`config.mk`:
```
export PLATFORM = sky130hd
export DESIGN_NAME = sample_reader
export DESIGN_NICKNAME = d
export VERILOG_FILES = /design/src/rtl/sample_reader.sv
export SDC_FILE = /design/constraint.sdc
export NUM_CORES = 1
export LEC_CHECK = 0
export ABC_CLOCK_PERIOD_IN_PS = 2400
export BUFFER_PORTS_ARGS = -buffer_cell sky130_fd_sc_hd__buf_2
export CORE_ASPECT_RATIO = 1.2
export CORE_UTILIZATION = 30
export DETAILED_ROUTE_END_ITERATION = 8
export SETUP_SLACK_MARGIN = 0.05
export SKIP_CTS_REPAIR_TIMING = 1
export SLEW_MARGIN = 30
export SYNTH_ARGS = -nofsm -noshare
export SYNTH_HDL_FRONTEND = slang
export SYNTH_SLANG_ARGS = --single-unit
```
`constraint.sdc`:
```
create_clock -name clk -period 2.4 [get_ports clk]
set_clock_uncertainty 0.15 [all_clocks]
set_input_delay 0.36 -clock clk [delete_from_list [all_inputs] [get_ports clk]]
set_output_delay 0.36 -clock clk [all_outputs]
set_load 0.02 [all_outputs]
```
`src/rtl/sample_reader.sv`:
```
// Streams a framed dump of the sample memory (header, samples, optional XOR
// checksum) through the shared UART transmitter while activate is held.
module sample_reader #(
  parameter int          ADDR_WIDTH    = 8,
  parameter int          DEPTH         = 256,
  parameter logic [7:0]  HEADER        = 8'hA5,
  parameter bit          SEND_CHECKSUM = 1'b1
) (
  input  logic                  clk,
  input  logic                  reset,
  input  logic                  activate,
  output logic                  done,
  output logic [ADDR_WIDTH-1:0] mem_addr,
  output logic                  mem_oe,
  input  logic [7:0]            mem_data,
  output logic [7:0]            tx_data,
  output logic                  tx_start,
  input  logic                  tx_active,
  input  logic                  tx_done
);

  typedef enum logic [2:0] {S_IDLE, S_LOAD, S_ARM, S_WAIT, S_DONE} state_t;
  typedef enum logic [1:0] {PH_HDR, PH_SMP, PH_CHK} phase_t;

  // One extra counter bit so a full 2^ADDR_WIDTH frame still terminates.
  localparam logic [ADDR_WIDTH:0] LAST = (ADDR_WIDTH+1)'(DEPTH - 1);

  state_t                state_q, state_d;
  phase_t                phase_q, phase_d;
  logic [ADDR_WIDTH:0]   count_q, count_d;
  logic [7:0]            chk_q, chk_d;
  logic [ADDR_WIDTH-1:0] addr_q, addr_d;
  logic [7:0]            tx_data_q, tx_data_d;
  logic                  tx_start_q, tx_start_d;
  logic                  done_q, done_d;
  logic                  mem_oe_q, mem_oe_d;

  always_comb begin
    state_d    = state_q;
    phase_d    = phase_q;
    count_d    = count_q;
    chk_d      = chk_q;
    addr_d     = addr_q;
    tx_data_d  = tx_data_q;
    tx_start_d = 1'b0;

    case (state_q)
      S_IDLE: begin
        if (activate) begin
          addr_d  = '0;
          count_d = '0;
          chk_d   = '0;
          phase_d = PH_HDR;
          state_d = S_LOAD;
        end
      end
      S_LOAD: begin
        case (phase_q)
          PH_HDR:  tx_data_d = HEADER;
          PH_SMP: begin
            tx_data_d = mem_data;
            chk_d     = chk_q ^ mem_data;
          end
          PH_CHK:  tx_data_d = chk_q;
          default: tx_data_d = HEADER;
        endcase
        state_d = S_ARM;
      end
      S_ARM: begin
        if (!tx_active) begin
          tx_start_d = 1'b1;
          state_d    = S_WAIT;
        end
      end
      S_WAIT: begin
        // Only tx_done advances; tx_active may rise late behind the TX manager.
        if (tx_done) begin
          state_d = S_LOAD;
          case (phase_q)
            PH_HDR: phase_d = PH_SMP;
            PH_SMP: begin
              if (count_q < LAST) begin
                count_d = count_q + 1'b1;
                addr_d  = addr_q + 1'b1;
              end else if (SEND_CHECKSUM) begin
                phase_d = PH_CHK;
              end else begin
                state_d = S_DONE;
              end
            end
            PH_CHK:  state_d = S_DONE;
            default: state_d = S_DONE;
          endcase
        end
      end
      S_DONE: begin
        if (!activate) state_d = S_IDLE;
      end
      default: state_d = S_IDLE;
    endcase

    if (state_q != S_IDLE && !activate) begin
      state_d    = S_IDLE;
      tx_start_d = 1'b0;
    end

    done_d   = (state_d == S_DONE);
    mem_oe_d = (state_d == S_LOAD) || (state_d == S_ARM) || (state_d == S_WAIT);
  end

  always_ff @(posedge clk) begin
    if (!reset) begin
      state_q    <= S_IDLE;
      phase_q    <= PH_HDR;
      count_q    <= '0;
      chk_q      <= '0;
      addr_q     <= '0;
      tx_data_q  <= '0;
      tx_start_q <= 1'b0;
      done_q     <= 1'b0;
      mem_oe_q   <= 1'b0;
    end else begin
      state_q    <= state_d;
      phase_q    <= phase_d;
      count_q    <= count_d;
      chk_q      <= chk_d;
      addr_q     <= addr_d;
      tx_data_q  <= tx_data_d;
      tx_start_q <= tx_start_d;
      done_q     <= done_d;
      mem_oe_q   <= mem_oe_d;
    end
  end

  assign done     = done_q;
  assign mem_addr = addr_q;
  assign mem_oe   = mem_oe_q;
  assign tx_data  = tx_data_q;
  assign tx_start = tx_start_q;

endmodule
```
==> out/metrics.yaml, run 1 <==
synthesis:
  ys_types: 45
  synth_flop_cell: "dfxtp_1"
  synth_seq_cells: 41
  synth-compound-area-share_pct: 20.3
  synth-edff-count: 0
  synthXorXnorAreaFrac_pct: 5.38
  synth_mux_area_share_pct: 1.54
  yosys.area_share.simple_pct: 24.7
  yosys_warnings: 0
  synth_nets: 242
  syn_area_per_cell_um2: 8.72
  synthAdderAreaFrac_pct: 3.20
  synth_top_family_by_area: "simple AND/OR/NAND/NOR gates"
  synth-seq-area-share_pct: 42.0
  synthArstFlopShare_pct: 0
  syn_area_um2: 1950
  synthCells: 224
pwr:
  p_switching_w: 0.000356
  p_int_w: 0.00117
  power_frac_seq_pct: 46.9
  ir_drop_v: 0.000305
  pwr-share-clk_pct: 44.0
  p_sw_share_pct: 23.3
  p_per_area_nw_per_um2: 650
  leakage_nw: 0.992
  p_comb_share_pct: 9.1
sta:
  post-route-period-util_pct: 89.9
  relSlewSlack_pct: 70.3
  slew_violations: 0
  hold_violations: 0
  timing.final.ws_setup_ns: 0.243
  fmax_ghz: 0.464
  worst_pin_slew_ns: 0.435
  finalSetupViolations: 0
  min_period_ns: 2.16
  grt_setup_unrepaired: "false"
  fin_tns_setup_ns: 0
route:
  drt-total-wl_um: 4350
  vias: 1706
  firstDrtPassIters: 6
  dr_wl_met3_um: 195
  drtIter0Drc: 113
  dr_wl_met2_um: 2020
  ant_nets: 0
  wire_per_inst_um: 12.8
  remaining_drc_errors: 0
  dr.max_layer_used: "met4"
  drt-met1-wl_um: 2060
  via_per_inst: 5.00
setup_path:
  cp.required_ns: 2.48
  crit_path_start_kind: "register"
  worstPathCellList: "inv_1, ha_1, nand4b_2, a311oi_4, o211ai_1, or3_1, a21boi_1"
  critical_path_class: "reg -> reg"
  arrival_ns: 2.24
  cp_slowest_cell: "a311oi_4"
  r2r-end: "count_q[6]$_SDFFE_PN0P_"
  worst_path_largest_cell_delay_ns: 0.41
  cp-end-kind: "register"
  reg2regPathDepth: 7
  r2r-start: "phase_q[1]$_SDFFE_PN0P_"
  cp_max_fo: 6
  rrSetupSlack_ns: 0.24
grt:
  antenna_found_initial: 0
  grt_pass1_vias: 1582
  grt_overflow: 0
  grt_pass1_wl_um: 7360
  grt_max_degree: 18
  grt_use_total_pct: 13.8
die:
  core-area_um2: 6170
  rows: 31
  initial_core_util_pct: 31.7
  die_area_um2: 6840
  fp.dieW_um: 75.7
  die_h_um: 90.4
  ios: 32
place:
  place.gp.congestion: 0.813
  dp_cells: 333
  hpwlAfterDp_um: 3120
  portBuffers: 31
  place_ws_ns: 0.194
clock_tree:
  clkLatencyLatePin_ns: 0.29
  clockBufferDepth: 2
  numCtsBuffers: 5
  clock-root-buffer: "clkbuf_8"
  cts.sinks: 41
  cts.clk_slew.worst_paths_ns: 0.09
  cts_tree: "built"
  htree_levels: 2
final_layout:
  num_antenna_cells: 0
  syn_to_final_growth_pct: 20.5
  drive_above_1_share_pct: 20.8
  nNetsFinal: 276
  fin_cells: 341
  nFillCells: 621
  final_common_cell: "dfxtp_1"
  final_cell_mix: "dfxtp_1 (40), buf_2 (31), nand2_1 (27)"
min_path:
  worstHoldPathType: "in -> reg"
  min_from: "tx_active"
  whs_path_depth: 2
  hold_end: "tx_start$_SDFF_PP0_"
run:
  drv_cap: 0
outcome:
  status: "finished, final reports clean"
==> cell families after synthesis <==
| family | Yosys count |
|---|---|
| AND/OR/NAND/NOR | 98 |
| adder cells (fa/ha/maj) | 5 |
| multiplexers | 3 |
| flip-flops | 41 |
| AO/OA/AOI/OAI | 52 |
| XOR/XNOR | 12 |
| buffers and inverters | 13 |
==> through the flow <==
step | instance area [µm²] | hold slack [ns] | utilization [%] | power (W)
after global placement | 2220 | 0.305 | 35.9 | 0.000873
after global routing | 2350 | 0.0760 | 38.2 | 0.00160
after detailed placement | 2220 | 0.311 | 35.9 | 0.000873
after floorplan | 1950 | 0.289 | - | 0.000825
final | 2350 | 0.0851 | 38.2 | 0.00153
after CTS | 2350 | 0.0786 | 38.2 | 0.00155
==> worst max-delay path: cells and delay by family, from the launching register on <==
family          cells  cell delay, ns
compound gates      3            0.81
simple gates        2            0.54
flops               1            0.33
fa+ha+maj           1            0.18
buf+inv             1            0.07
==> synthesized netlist by cell type (all sizes together) (6+ instances only) <==
| cell type | instances | area (µm²) |
|---|---|---|
| a21boi | 7 | 52.6 |
| clkbuf | 6 | 22.5 |
| dfxtp | 41 | 821 |
| nand2 | 27 | 101 |
| nand3 | 15 | 75.1 |
| nand3b | 6 | 45.0 |
| nor2 | 25 | 93.8 |
| o21ai | 9 | 48.8 |
| xor2 | 10 | 87.6 |
==> flip-flops by register name (all words and copies together), names as in the netlist, 2 cells and up <==
signal and flops:
count_q 9, chk_q 8, mem_addr 8, tx_data 8, state_q 3, phase_q 2
==> power by group through the flow <==
stage | combinational, W | clock, W | sequential (W)
after floorplan | 0.0000860 | 0 | 0.000739
final | 0.000140 | 0.000673 | 0.000717
after CTS | 0.000141 | 0.000692 | 0.000717
after detailed placement | 0.000141 | 0 | 0.000733
after global routing | 0.000158 | 0.000723 | 0.000721
after global placement | 0.000140 | 0 | 0.000732
==> per-layer routing <==
| metal | up-vias | global-route usage, % |
|---|---|---|
| met1 | 782 | 18.5 |
| met4 | 0 | 5.40 |
| met3 | 6 | 3.24 |
| li1 | 870 | - |
| met2 | 48 | 21.1 |
| met5 | - | 0 |
==> area by class of cell <==
class,instances,area [µm²],share of cell area [%]
Clock buffer,5,68.8,2.92
Clock inverter,3,68.8,2.92
Inverter,2,7.51,0.319
Multi-Input combinational cell,170,1080,45.7
Sequential cell,41,822,34.9
Tap cell,82,103,4.36
Timing Repair Buffer,38,208,8.82
==> how the worst max path moves through the flow <==
stage	start	endpoint	slack, ns
after floorplan	phase_q[1]$_SDFFE_PN0P_	count_q[5]$_SDFFE_PN0P_	0.39
after global placement	state_q[0]$_SDFF_PN0_	count_q[6]$_SDFFE_PN0P_	0.22
after detailed placement	state_q[0]$_SDFF_PN0_	count_q[6]$_SDFFE_PN0P_	0.19
after CTS	state_q[0]$_SDFF_PN0_	count_q[6]$_SDFFE_PN0P_	0.14
after global routing	phase_q[1]$_SDFFE_PN0P_	count_q[5]$_SDFFE_PN0P_	0.07
final	phase_q[1]$_SDFFE_PN0P_	count_q[6]$_SDFFE_PN0P_	0.24
(Power assumes the default switching activity.)
==> run 2: changes to the inputs <==
--- a/config.mk
+++ b/config.mk
@@ -7,9 +7,9 @@
 export LEC_CHECK = 0
 export ABC_CLOCK_PERIOD_IN_PS = 2400
 export BUFFER_PORTS_ARGS = -buffer_cell sky130_fd_sc_hd__buf_2
-export CORE_ASPECT_RATIO = 1.2
 export CORE_UTILIZATION = 30
 export DETAILED_ROUTE_END_ITERATION = 8
+export GPL_TIMING_DRIVEN = 0
 export SETUP_SLACK_MARGIN = 0.05
 export SKIP_CTS_REPAIR_TIMING = 1
 export SLEW_MARGIN = 30
==> run 2 against run 1 <==
Effect of this change:
- total power up 0.35%
- fmax decreased by 1.7%
- sequential share of layout area down 0.053 points
- core utilization down 0.89 points
- routed wire length up 3.1%
- critical endpoint is now count_q[5]$_SDFFE_PN0P_
- die area about the same
- non-clock buffer count grew 4
- critical path depth unchanged
==> out/metrics.yaml, run 2 (synthesis results as in run 1) <==
place:
  hpwlAfterDp_um: 3200
  portBuffers: 31
  dp_cells: 332
  place_ws_ns: 0.167
  place.gp.congestion: 0.743
setup_path:
  worstPathCellList: "inv_1, ha_1, nand4b_2, a311oi_4, o21ai_2, or4_1, o21ai_0"
  cp_slowest_cell: "or4_1"
  cp_max_fo: 9
  cp.required_ns: 2.48
  critical_path_class: "reg -> reg"
  worst_path_largest_cell_delay_ns: 0.50
  cp-end-kind: "register"
  crit_path_start_kind: "register"
  arrival_ns: 2.27
grt:
  grt_max_degree: 15
  antenna_found_initial: 0
  grt_pass1_vias: 1500
  grt_overflow: 0
  grt_pass1_wl_um: 7160
  grt_use_total_pct: 13.8
sta:
  slew_violations: 0
  grt_setup_unrepaired: "false"
  finalSetupViolations: 0
  post-route-period-util_pct: 91.4
  timing.final.ws_setup_ns: 0.207
  relSlewSlack_pct: 58.0
  fmax_ghz: 0.456
  worst_pin_slew_ns: 0.626
  hold_violations: 0
  fin_tns_setup_ns: 0
  min_period_ns: 2.19
die:
  core-area_um2: 6310
  ios: 32
  initial_core_util_pct: 31.0
  die_area_um2: 6840
  fp.dieW_um: 82.7
  rows: 29
  die_h_um: 82.7
clock_tree:
  clockBufferDepth: 2
  htree_levels: 2
  numCtsBuffers: 5
  clock-root-buffer: "clkbuf_8"
  clkLatencyLatePin_ns: 0.30
  cts.clk_slew.worst_paths_ns: 0.08
  cts_tree: "built"
  cts.sinks: 41
pwr:
  p_sw_share_pct: 23.7
  p_per_area_nw_per_um2: 652
  ir_drop_v: 0.000401
  p_int_w: 0.00117
  p_comb_share_pct: 9.5
  leakage_nw: 0.987
  power_frac_seq_pct: 46.5
  power_w: 0.00154
  p_switching_w: 0.000363
  pwr-share-clk_pct: 44.0
final_layout:
  fin_util_pct: 37.3
  num_antenna_cells: 0
  syn_to_final_growth_pct: 20.5
  final_cell_mix: "dfxtp_1 (41), buf_2 (34), nand2_1 (27)"
  regMostFlops: "count_q"
  final_common_cell: "dfxtp_1"
  nNetsFinal: 280
  drive_above_1_share_pct: 19.8
  fin_cells: 340
  largest_reg_flops: 9
run:
  drv_cap: 0
route:
  via_per_inst: 5.12
  drtIter0Drc: 85
  vias: 1741
  ant_nets: 0
  firstDrtPassIters: 4
  wire_per_inst_um: 13.2
  remaining_drc_errors: 0
  drt-total-wl_um: 4480
min_path:
  worstHoldPathType: "in -> reg"
outcome:
  status: "finished, final reports clean"
[run 2: path summary, 6_finish.rpt]
path	slack [ns]	depth (start not counted)	to	start
setup / recovery	0.21	7	count_q[5]$_SDFFE_PN0P_	phase_q[1]$_SDFFE_PN0P_
hold / removal	0.09	2	tx_start$_SDFF_PP0_	tx_active
setup reg to reg	0.21	7	count_q[5]$_SDFFE_PN0P_	phase_q[1]$_SDFFE_PN0P_
hold reg to reg	0.32	2	tx_data[6]$_SDFFE_PN0P_	tx_data[6]$_SDFFE_PN0P_
[run 2: power groups by stage]
stage	combinational [W]	clock, W	sequential, W
detailed placement	0.000144	0	0.000731
floorplan	0.0000860	0	0.000739
global placement	0.000143	0	0.000730
finish	0.000146	0.000675	0.000715
global route	0.000159	0.000725	0.000718
CTS	0.000145	0.000695	0.000715
[run 2: per-layer routing]
metal	track usage, %	share of wire [%]	vias to the layer above
met2	21.6	46	35
met3	2.64	3.3	7
li1	-	-	883
met1	18.7	49	816
met4	4.83	2.0	0
met5	0	0	-
[run 2: final cells by class]
cell class                      count  area, µm²
Buffer                             11       48.8
Fill cell                         676       3960
Clock inverter                      3       68.8
Tap cell                           77       96.3
Timing Repair Buffer               31        155
Multi-Input combinational cell    170       1090
Clock buffer                        5       68.8
Sequential cell                    41        821
Inverter                            2       7.51
[run 2: through the flow]
stage	hold WS [ns]	cell area, µm²
6_report	0.0899	2350
5_1_grt	0.0899	2350
4_1_cts	0.0801	2340
3_5_place_dp	0.307	2210
3_3_place_gp	0.301	2210
2_1_floorplan	0.289	1950
[run 2: worst max-delay path: cells and delay by family (launching register included)]
family	cells	cell delay, ns
AOI/OAI and AO/OA	3	0.64
adders and majority gates	1	0.22
buffers and inverters	1	0.08
DFF	1	0.33
and+or+nand+nor	2	0.69
